$ cat src/rtl/input_pad_loader_if.sv
// Handshake and memory-write bundle between the pixel source, the pad loader
// and the layer-1 input memory / convolution control.
interface input_pad_loader_if #(
  parameter int DW = 16,
  parameter int AW = 16
);
  logic          start;
  logic          in_valid;
  logic [DW-1:0] in_data;
  logic          in_ready;
  logic [AW-1:0] mem_addr;
  logic [DW-1:0] mem_din;
  logic          mem_we;
  logic          busy;
  logic          done;

  modport master (
    output start, in_valid, in_data,
    input  in_ready, mem_addr, mem_din, mem_we, busy, done
  );

  modport slave (
    input  start, in_valid, in_data,
    output in_ready, mem_addr, mem_din, mem_we, busy, done
  );
endinterface

$ cat src/rtl/input_pad_loader.sv
// Streams a raster IMGxIMG image into the padded input memory, writing zeros on
// the PAD-wide border and one accepted pixel per interior position.
module input_pad_loader #(
  parameter int IMG = 16,
  parameter int PAD = 1,
  parameter int DW  = 16,
  parameter int AW  = 16
) (
  input  logic               clk,
  input  logic               rst_n,  // active-high synchronous reset
  input_pad_loader_if.slave  bus
);
  localparam int SIDE = IMG + 2*PAD;
  localparam int CW   = $clog2(SIDE);

  typedef enum logic [1:0] {IDLE, FILL, DONE} state_e;

  state_e        state_q, state_d;
  logic [CW-1:0] row_q, row_d, col_q, col_d;
  logic [AW-1:0] addr_q, addr_d;
  logic [AW-1:0] mem_addr_q, mem_addr_d;
  logic [DW-1:0] mem_din_q, mem_din_d;
  logic          mem_we_q, mem_we_d;
  logic          busy_q, busy_d;
  logic          done_q, done_d;
  logic          interior, advance;

  assign interior = (row_q >= CW'(PAD)) && (row_q <= CW'(PAD+IMG-1)) &&
                    (col_q >= CW'(PAD)) && (col_q <= CW'(PAD+IMG-1));
  // Border positions never wait; interior ones wait for a pixel.
  assign advance  = !interior || bus.in_valid;

  always_comb begin
    state_d    = state_q;
    row_d      = row_q;
    col_d      = col_q;
    addr_d     = addr_q;
    mem_addr_d = mem_addr_q;
    mem_din_d  = '0;
    mem_we_d   = 1'b0;
    unique case (state_q)
      IDLE: if (bus.start) begin
        state_d = FILL;
        row_d   = '0;
        col_d   = '0;
        addr_d  = '0;
      end
      FILL: if (advance) begin
        mem_we_d   = 1'b1;
        mem_addr_d = addr_q;
        mem_din_d  = interior ? bus.in_data : '0;
        addr_d     = addr_q + AW'(1);
        if (col_q == CW'(SIDE-1)) begin
          col_d = '0;
          if (row_q == CW'(SIDE-1)) state_d = DONE;
          else                      row_d   = row_q + CW'(1);
        end else begin
          col_d = col_q + CW'(1);
        end
      end
      DONE: state_d = IDLE;
      default: state_d = IDLE;
    endcase
    // busy covers the DONE state so it drops in the same cycle done rises.
    busy_d = (state_d != IDLE);
    done_d = (state_q == DONE);
  end

  always_ff @(posedge clk) begin
    if (rst_n) begin
      state_q    <= IDLE;
      row_q      <= '0;
      col_q      <= '0;
      addr_q     <= '0;
      mem_addr_q <= '0;
      mem_din_q  <= '0;
      mem_we_q   <= 1'b0;
      busy_q     <= 1'b0;
      done_q     <= 1'b0;
    end else begin
      state_q    <= state_d;
      row_q      <= row_d;
      col_q      <= col_d;
      addr_q     <= addr_d;
      mem_addr_q <= mem_addr_d;
      mem_din_q  <= mem_din_d;
      mem_we_q   <= mem_we_d;
      busy_q     <= busy_d;
      done_q     <= done_d;
    end
  end

  assign bus.in_ready = (state_q == FILL) && interior;
  assign bus.mem_addr = mem_addr_q;
  assign bus.mem_din  = mem_din_q;
  assign bus.mem_we   = mem_we_q;
  assign bus.busy     = busy_q;
  assign bus.done     = done_q;
endmodule

$ cat src/flat_wrapper.sv
// flat-port wrapper written by rule: the top's interface ports become plain ports
module input_pad_loader_flat 
#(
  parameter int IMG = 16,
  parameter int PAD = 1,
  parameter int DW  = 16,
  parameter int AW  = 16
)
  (clk, rst_n, bus_start, bus_in_valid, bus_in_data, bus_in_ready, bus_mem_addr, bus_mem_din, bus_mem_we, bus_busy, bus_done);
  input_pad_loader_if #(.DW(DW), .AW(AW)) bus_i ();
  input  logic clk;
  input  logic rst_n;
  input wire logic [$bits(bus_i.start)-1:0] bus_start;
  input wire logic [$bits(bus_i.in_valid)-1:0] bus_in_valid;
  input wire logic [$bits(bus_i.in_data)-1:0] bus_in_data;
  output wire logic [$bits(bus_i.in_ready)-1:0] bus_in_ready;
  output wire logic [$bits(bus_i.mem_addr)-1:0] bus_mem_addr;
  output wire logic [$bits(bus_i.mem_din)-1:0] bus_mem_din;
  output wire logic [$bits(bus_i.mem_we)-1:0] bus_mem_we;
  output wire logic [$bits(bus_i.busy)-1:0] bus_busy;
  output wire logic [$bits(bus_i.done)-1:0] bus_done;
  assign bus_i.start = bus_start;
  assign bus_i.in_valid = bus_in_valid;
  assign bus_i.in_data = bus_in_data;
  assign bus_in_ready = bus_i.in_ready;
  assign bus_mem_addr = bus_i.mem_addr;
  assign bus_mem_din = bus_i.mem_din;
  assign bus_mem_we = bus_i.mem_we;
  assign bus_busy = bus_i.busy;
  assign bus_done = bus_i.done;
  input_pad_loader #(.IMG(IMG), .PAD(PAD), .DW(DW), .AW(AW)) u_core (.clk(clk), .rst_n(rst_n), .bus(bus_i));
endmodule
$ cat config.mk
export PLATFORM = sky130hd
export DESIGN_NAME = input_pad_loader_flat
export DESIGN_NICKNAME = d
export VERILOG_FILES = /design/src/rtl/input_pad_loader_if.sv /design/src/rtl/input_pad_loader.sv /design/src/flat_wrapper.sv
export SDC_FILE = /design/constraint.sdc
export NUM_CORES = 1
export LEC_CHECK = 0
export BUFFER_PORTS_ARGS = -buffer_cell sky130_fd_sc_hd__buf_2
export CAP_MARGIN = 20
export CORE_AREA = 2 2 87 89
export CTS_BUF_LIST = sky130_fd_sc_hd__clkbuf_4 sky130_fd_sc_hd__clkbuf_8
export CTS_CLUSTER_DIAMETER = 50
export CTS_CLUSTER_SIZE = 24
export DETAILED_ROUTE_END_ITERATION = 6
export DIE_AREA = 0 0 89 91
export HOLD_SLACK_MARGIN = 0.06
export PLACE_DENSITY = 0.58
export SYNTH_ARGS = -nofsm -noshare
export SYNTH_HDL_FRONTEND = slang
export SYNTH_SLANG_ARGS = --single-unit
$ cat constraint.sdc
create_clock -name clk -period 3.1 [get_ports clk]
set_clock_uncertainty 0.1 [all_clocks]
set_input_delay 0.31 -clock clk [delete_from_list [all_inputs] [get_ports clk]]
set_output_delay 0.31 -clock clk [all_outputs]
set_load 0.01 [all_outputs]
== Word-level counts from Yosys, hierarchy flattened ==
Cells that the tools add are included.

* Bitwise operators: 3
* Reduce and logical (&&, ||, !) cells: 14
* Equal/unequal tests: 8
* Add/subtract/negate cells: 3
* Magnitude comparators: 4
* Muxes and demuxes: 17

{| class="wikitable"
|+ Operator list
! operator !! count
|-
| 2-to-1 mux 16 bit || 2
|-
| case mux 16 bit (2 select lines) || 1
|-
| 2-to-1 mux 5 bit || 6
|-
| case mux 5 bit (2 select lines) || 2
|-
| adder 16 x 1 -> 16 bit, second input constant || 1
|-
| adder 5 x 1 -> 5 bit, second input constant || 2
|-
| equality test 5 bit, second input constant || 2
|-
| >= comparator 5 x 1 -> 1 bit, second input constant || 2
|-
| <= comparator 5 bit, second input constant || 2
|-
| 2-to-1 mux 2 bit || 4
|-
| AND reduction 5 bit || 1
|-
| logical AND 1 bit || 4
|-
| inequality test 2 x 1 -> 1 bit, second input constant || 2
|-
| inequality test 2 bit, second input constant || 2
|-
| case mux 2 bit (2 select lines) || 1
|-
| nonzero test 2 bit || 2
|-
| OR reduction 4 bit || 1
|-
| inverter 1 bit || 3
|-
| AND reduction 3 bit || 1
|-
| equality test 2 x 1 -> 1 bit, second input constant || 1
|-
| equality test 2 bit, second input constant || 1
|-
| logical NOT 2 bit || 1
|-
| AND reduction 2 bit || 1
|-
| OR reduction 2 bit || 1
|-
| 3 further kinds || 3
|}

* Word-level logic and storage cells: 58
* Input bits: 20
* Register bits: 63
* Output and inout bits: 36

== Longest topological paths before layout ==
* Word-level depth: 9
* Depth in mapped cells: 9
* Depth with buffers taken out: 7

== Worst setup path after synthesis ==
No wires, ideal clock.

* Kind: register to register
* Start point: register u_core.col_q[0]
* End point: register u_core.mem_addr_q[0] (netlist: u_core.bus.mem_addr[0])
* Period minus slack after synthesis: 2.173 ns
* Path slack: 0.927 ns
* Required time: 2.872 ns
* Buffers on the path: 1
* Arrival: 1.945 ns
* Library setup time: 0.128 ns
* Stages on the path, launching flop included: 9
* Path through: dfxtp_1 > inv_1 > ha_1 > or3b_1 > a22o_1 > o31ai_4 > buf_4 > mux2i_1 > nor2_1

* Cells in the longest elaborated chain, start to end: 6
* Elaborated cells on any way between the ends: 7
* Those cells by class: order compare: 2; reduce/logical: 5

{| class="wikitable"
|+ RTL lines
! element !! RTL line !! text
|-
| start, declared || input_pad_loader.sv:19 || <nowiki>logic [CW-1:0] row_q, row_d, col_q, col_d;</nowiki>
|-
| start signal, assigned || input_pad_loader.sv:83 || <nowiki>col_q <= col_d;</nowiki>
|-
| >= comparator 5 x 1 -> 1 bit || input_pad_loader.sv:29 || <nowiki>(col_q >= CW'(PAD)) && (col_q <= CW'(PAD+IMG-1));</nowiki>
|-
| logical AND 1 bit || input_pad_loader.sv:28 || <nowiki>assign interior = (row_q >= CW'(PAD)) && (row_q <= CW'(PAD+IMG-1)) &&</nowiki>
|-
| logical AND 1 bit (*) || input_pad_loader.sv:29 ||
|-
| logical NOT 1 bit (*) || input_pad_loader.sv:31 || <nowiki>assign advance = !interior || bus.in_valid;</nowiki>
|-
| logical OR 1 bit (*) || input_pad_loader.sv:31 ||
|-
| AND reduction 2 bit (no line) (*) || n/a ||
|-
| end signal, assigned || input_pad_loader.sv:85 || <nowiki>mem_addr_q <= mem_addr_d;</nowiki>
|-
| end, declared || input_pad_loader.sv:21 || <nowiki>logic [AW-1:0] mem_addr_q, mem_addr_d;</nowiki>
|}

Every way passes the cells marked *; elsewhere a longest branch is shown, timed or not.
A chain may end at the register's enable or synchronous reset.

== Final worst setup path ==
* Start point: register u_core.col_q[0]
* End point: output port bus_in_ready

* Cells in the longest elaborated chain, start to end: 4
* Elaborated cells on any way between the ends: 5
* Those cells by class: order compare: 2; reduce/logical: 3

{| class="wikitable"
|+ RTL lines
! element !! RTL line !! text
|-
| >= comparator 5 x 1 -> 1 bit || input_pad_loader.sv:29 ||
|-
| logical AND 1 bit || input_pad_loader.sv:28 ||
|-
| logical AND 1 bit (*) || input_pad_loader.sv:29 ||
|-
| logical AND 1 bit (*) || input_pad_loader.sv:93 || <nowiki>assign bus.in_ready = (state_q == FILL) && interior;</nowiki>
|-
| end, declared || flat_wrapper.sv:16 || <nowiki>output wire logic [$bits(bus_i.in_ready)-1:0] bus_in_ready;</nowiki>
|}

Marked as above.

==> flow_summary.toml <==
[run_status]
outcome = "complete, no violations"

[timing]
slew-limit-headroom = 0.5458
max_freq_ghz = 0.4035
slew_violations = 0
min_period_ns = 2.478
tightest_slew_ns = 0.6812
setup-tns-final_ns = 0
rsz0062_at_grt = "no"
finalSetupViolations = 0
finalHoldViolations = 0
fin_ws_ns = 0.6217
min_period_over_period = 0.7995

[clock_tree]
cts_resized = 0
clock_sinks = 63
numCtsBuffers = 9
clock_path_buffers = 2
clk_pin_slew_ns = 0.07
cts_root_buf = "clkbuf_8"
cts_tree = "yes"
htree_num_levels = 3
clk_latency_ns = 0.33

[placed_design]
io_buffer_count = 55
dpl-instance-area_mm2 = 0.003107
hpwl_um = 4047
globalplace.congestion = 0.7876
post-place-ws_ns = 0.6934

[routing]
firstDrtPassIters = 4
viasPerCell = 5.075
drc = 0
post_drt_wl_per_cell_um = 12.92
totalWireLength_um = 5995
first_iter_violations = 141
antenna_left = 0
via_count = 2355

[worst_setup_path]
end_kind = "primary output"
start_kind = "flip-flop"
crit_path_top_delay_cell = "dfxtp_1"
cp.arrival_ns = 2.07
crit_buf_inv = 2
cp_max_fo = 7
cp_slowest_stage_delay_ns = 0.40
critPathRequiredTime_ns = 2.69
path_delay_family = "simple AND/OR/NAND/NOR gates"
worstSetupPathType = "reg -> out"
cp_cell_sequence = "inv_1 > ha_1 > or3b_1 > a22o_1 > nor3_4 > buf_2"

[logic_synthesis]
synth_warnings = 0
synth_edf_count = 0
synth_largest_area_cell = "dfxtp_1"
synth.yosys.seq_area_share = 0.4574
yosysUniqueCellTypes = 45
synth_top_area_share = 0.4574
synth_async_sr_flop_share = 0
syn_area_per_cell_um2 = 9.316
synthCells = 296
synthFlopType = "dfxtp_1"
synth_area_leaders = "dfxtp_1, mux2i_1, nor2_1"
syn-cell-area_mm2 = 0.002758
synth_seq_cells = 63
synth_nets = 323

[pwr]
powerDensity_mw_per_mm2 = 498.6
leakage_nw = 1.455
vdd_drop_max_v = 0.0003518

[grt]
met3_usage = 0.04364
busiest_layer = "met2"
grt_overflow_total = 0
grt_pass1_wl_um = 10210
antenna_found_initial = 0
grt_pass1_vias = 2126
gr-usage-met1 = 0.2112
grt_start_max_net_pins = 37
use_met2 = 0.2438
grtUsageTotal = 0.1578

[layout]
nets = 387
diodes = 0
stdcell_area_mm2 = 0.003416
areaGrowthSynthToFinish_pct = 23.87
postLayoutCoreUtil = 0.4786
drive_above_1_share = 0.2274

[floorplan]
start_util = 0.3864
coreArea_mm2 = 0.007137
io_pins = 56
die_w_um = 89
num_rows = 31
die-area_mm2 = 0.008099
die_h_um = 91

[hold_path]
min_path_type = "in -> reg"

[job]
drv_cap = 0
repair_timing:
| item | in CTS | in global routing |
|---|---|---|
| hold endpoints to repair | 9 | 0 |
| hold buffers | 9 | 0 |
| endpoints found under the setup margin | 0 | 0 |
| setup buffers | 0 | 0 |
cell families after synthesis:
logic type | count (synthesis) | share of synthesized area
adders and majority gates | 7 | 0.03176
and+or+nand+nor | 123 | 0.2613
muxes | 19 | 0.06896
DFF | 63 | 0.4574
AOI/OAI and AO/OA | 58 | 0.1366
buffers and inverters | 26 | 0.04401
sequential cells by signal, summed over array words and instances (netlist names):
| signal | cells |
|---|---|
| u_core.bus.mem_we | 1 |
| u_core.bus.mem_din | 16 |
| u_core.state_q | 2 |
| u_core.col_q | 5 |
| u_core.bus.mem_addr | 16 |
| u_core.row_q | 5 |
| u_core.bus.busy | 1 |
| u_core.bus.done | 1 |
| u_core.addr_q | 16 |
through the flow:
step / power [mW] / hold slack (ns) / instances
after global placement: 0.9343 / 0.3692 / 439
after floorplan: 0.9051 / 0.3317 / 296
final: 1.703 / 0.07749 / 464
after CTS: 1.727 / 0.06151 / 464
after detailed placement: 0.9340 / 0.3755 / 439
after global routing: 1.769 / 0.06593 / 464
synth_stat cells (3+ instances only):
master / number
a22oi_1: 3
nor2b_1: 6
o21ai_0: 12
mux2i_1: 19
nor2_1: 28
o21ai_1: 4
o31ai_1: 5
and3_1: 4
nand2_1: 14
a31oi_1: 4
buf_4: 3
or4_1: 7
buf_2: 4
nand4_1: 3
inv_1: 11
ha_1: 7
clkbuf_1: 7
dfxtp_1: 63
or3_1: 8
and2_1: 16
nor3_1: 3
a21oi_1: 19
nand3_1: 18
metal layers:
metal  wire, um  up-vias
met5          0        -
met4         54        0
met3        373       11
met2       2736       67
met1       2830     1083
li1           -     1194
where the power goes:
group | switching (mW) | internal, mW
Clock | 0.325 | 0.454
Combinational | 0.0585 | 0.0436
Sequential | 0.00752 | 0.815
layout by cell type, fill, tap and decap left out, drive strengths merged, types with 2 or more instances in the layout:
| master | netlist | layout |
|---|---|---|
| a21oi | 19 | 19 |
| a22o | 2 | 2 |
| a22oi | 3 | 3 |
| a31oi | 4 | 4 |
| a41o | 2 | 2 |
| and2 | 16 | 16 |
| and3 | 4 | 4 |
| buf | 8 | 59 |
| bufinv | 0 | 2 |
| clkbuf | 7 | 9 |
| clkinv | 0 | 3 |
| dfxtp | 63 | 63 |
| dlygate4sd3 | 0 | 9 |
| ha | 7 | 7 |
| inv | 11 | 12 |
| mux2i | 19 | 19 |
| nand2 | 14 | 14 |
| nand3 | 18 | 18 |
| nand3b | 2 | 2 |
| nand4 | 3 | 3 |
| nor2 | 28 | 28 |
| nor2b | 6 | 6 |
| nor3 | 4 | 4 |
| nor3b | 2 | 2 |
| nor4 | 4 | 4 |
| o21ai | 16 | 16 |
| o31ai | 6 | 6 |
| or3 | 8 | 8 |
| or3b | 2 | 2 |
| or4 | 7 | 7 |
worst paths after layout:
check                     from                    end  slack [ns]  cells past startpoint
max            u_core.col_q[0]           bus_in_ready        0.62                      6
min             bus_in_data[5]  u_core.bus.mem_din[5]        0.08                      2
max reg2reg    u_core.col_q[1]      u_core.addr_q[15]        0.69                      8
min reg2reg  u_core.addr_q[15]      u_core.addr_q[15]        0.39                      2
layout make-up:
cell class / count / area (um2)
Fill cell: 707 / 3721
Multi-Input combinational cell: 207 / 1375
Sequential cell: 63 / 1261
Clock buffer: 9 / 123.9
Inverter: 11 / 41.29
Tap cell: 99 / 123.9
Timing Repair Buffer: 68 / 395.4
Clock inverter: 7 / 95.09
worst register-to-register path, cell delays in order (launching register included):
cell and delay [ns]:
dfxtp_1 0.45, inv_1 0.10, ha_1 0.23, nor4_4 0.16, a22oi_1 0.16, a41o_1 0.26
buf_4 0.21, or4_1 0.53, a21oi_1 0.15
No activity file was read; power rests on OpenSTA's default activity.
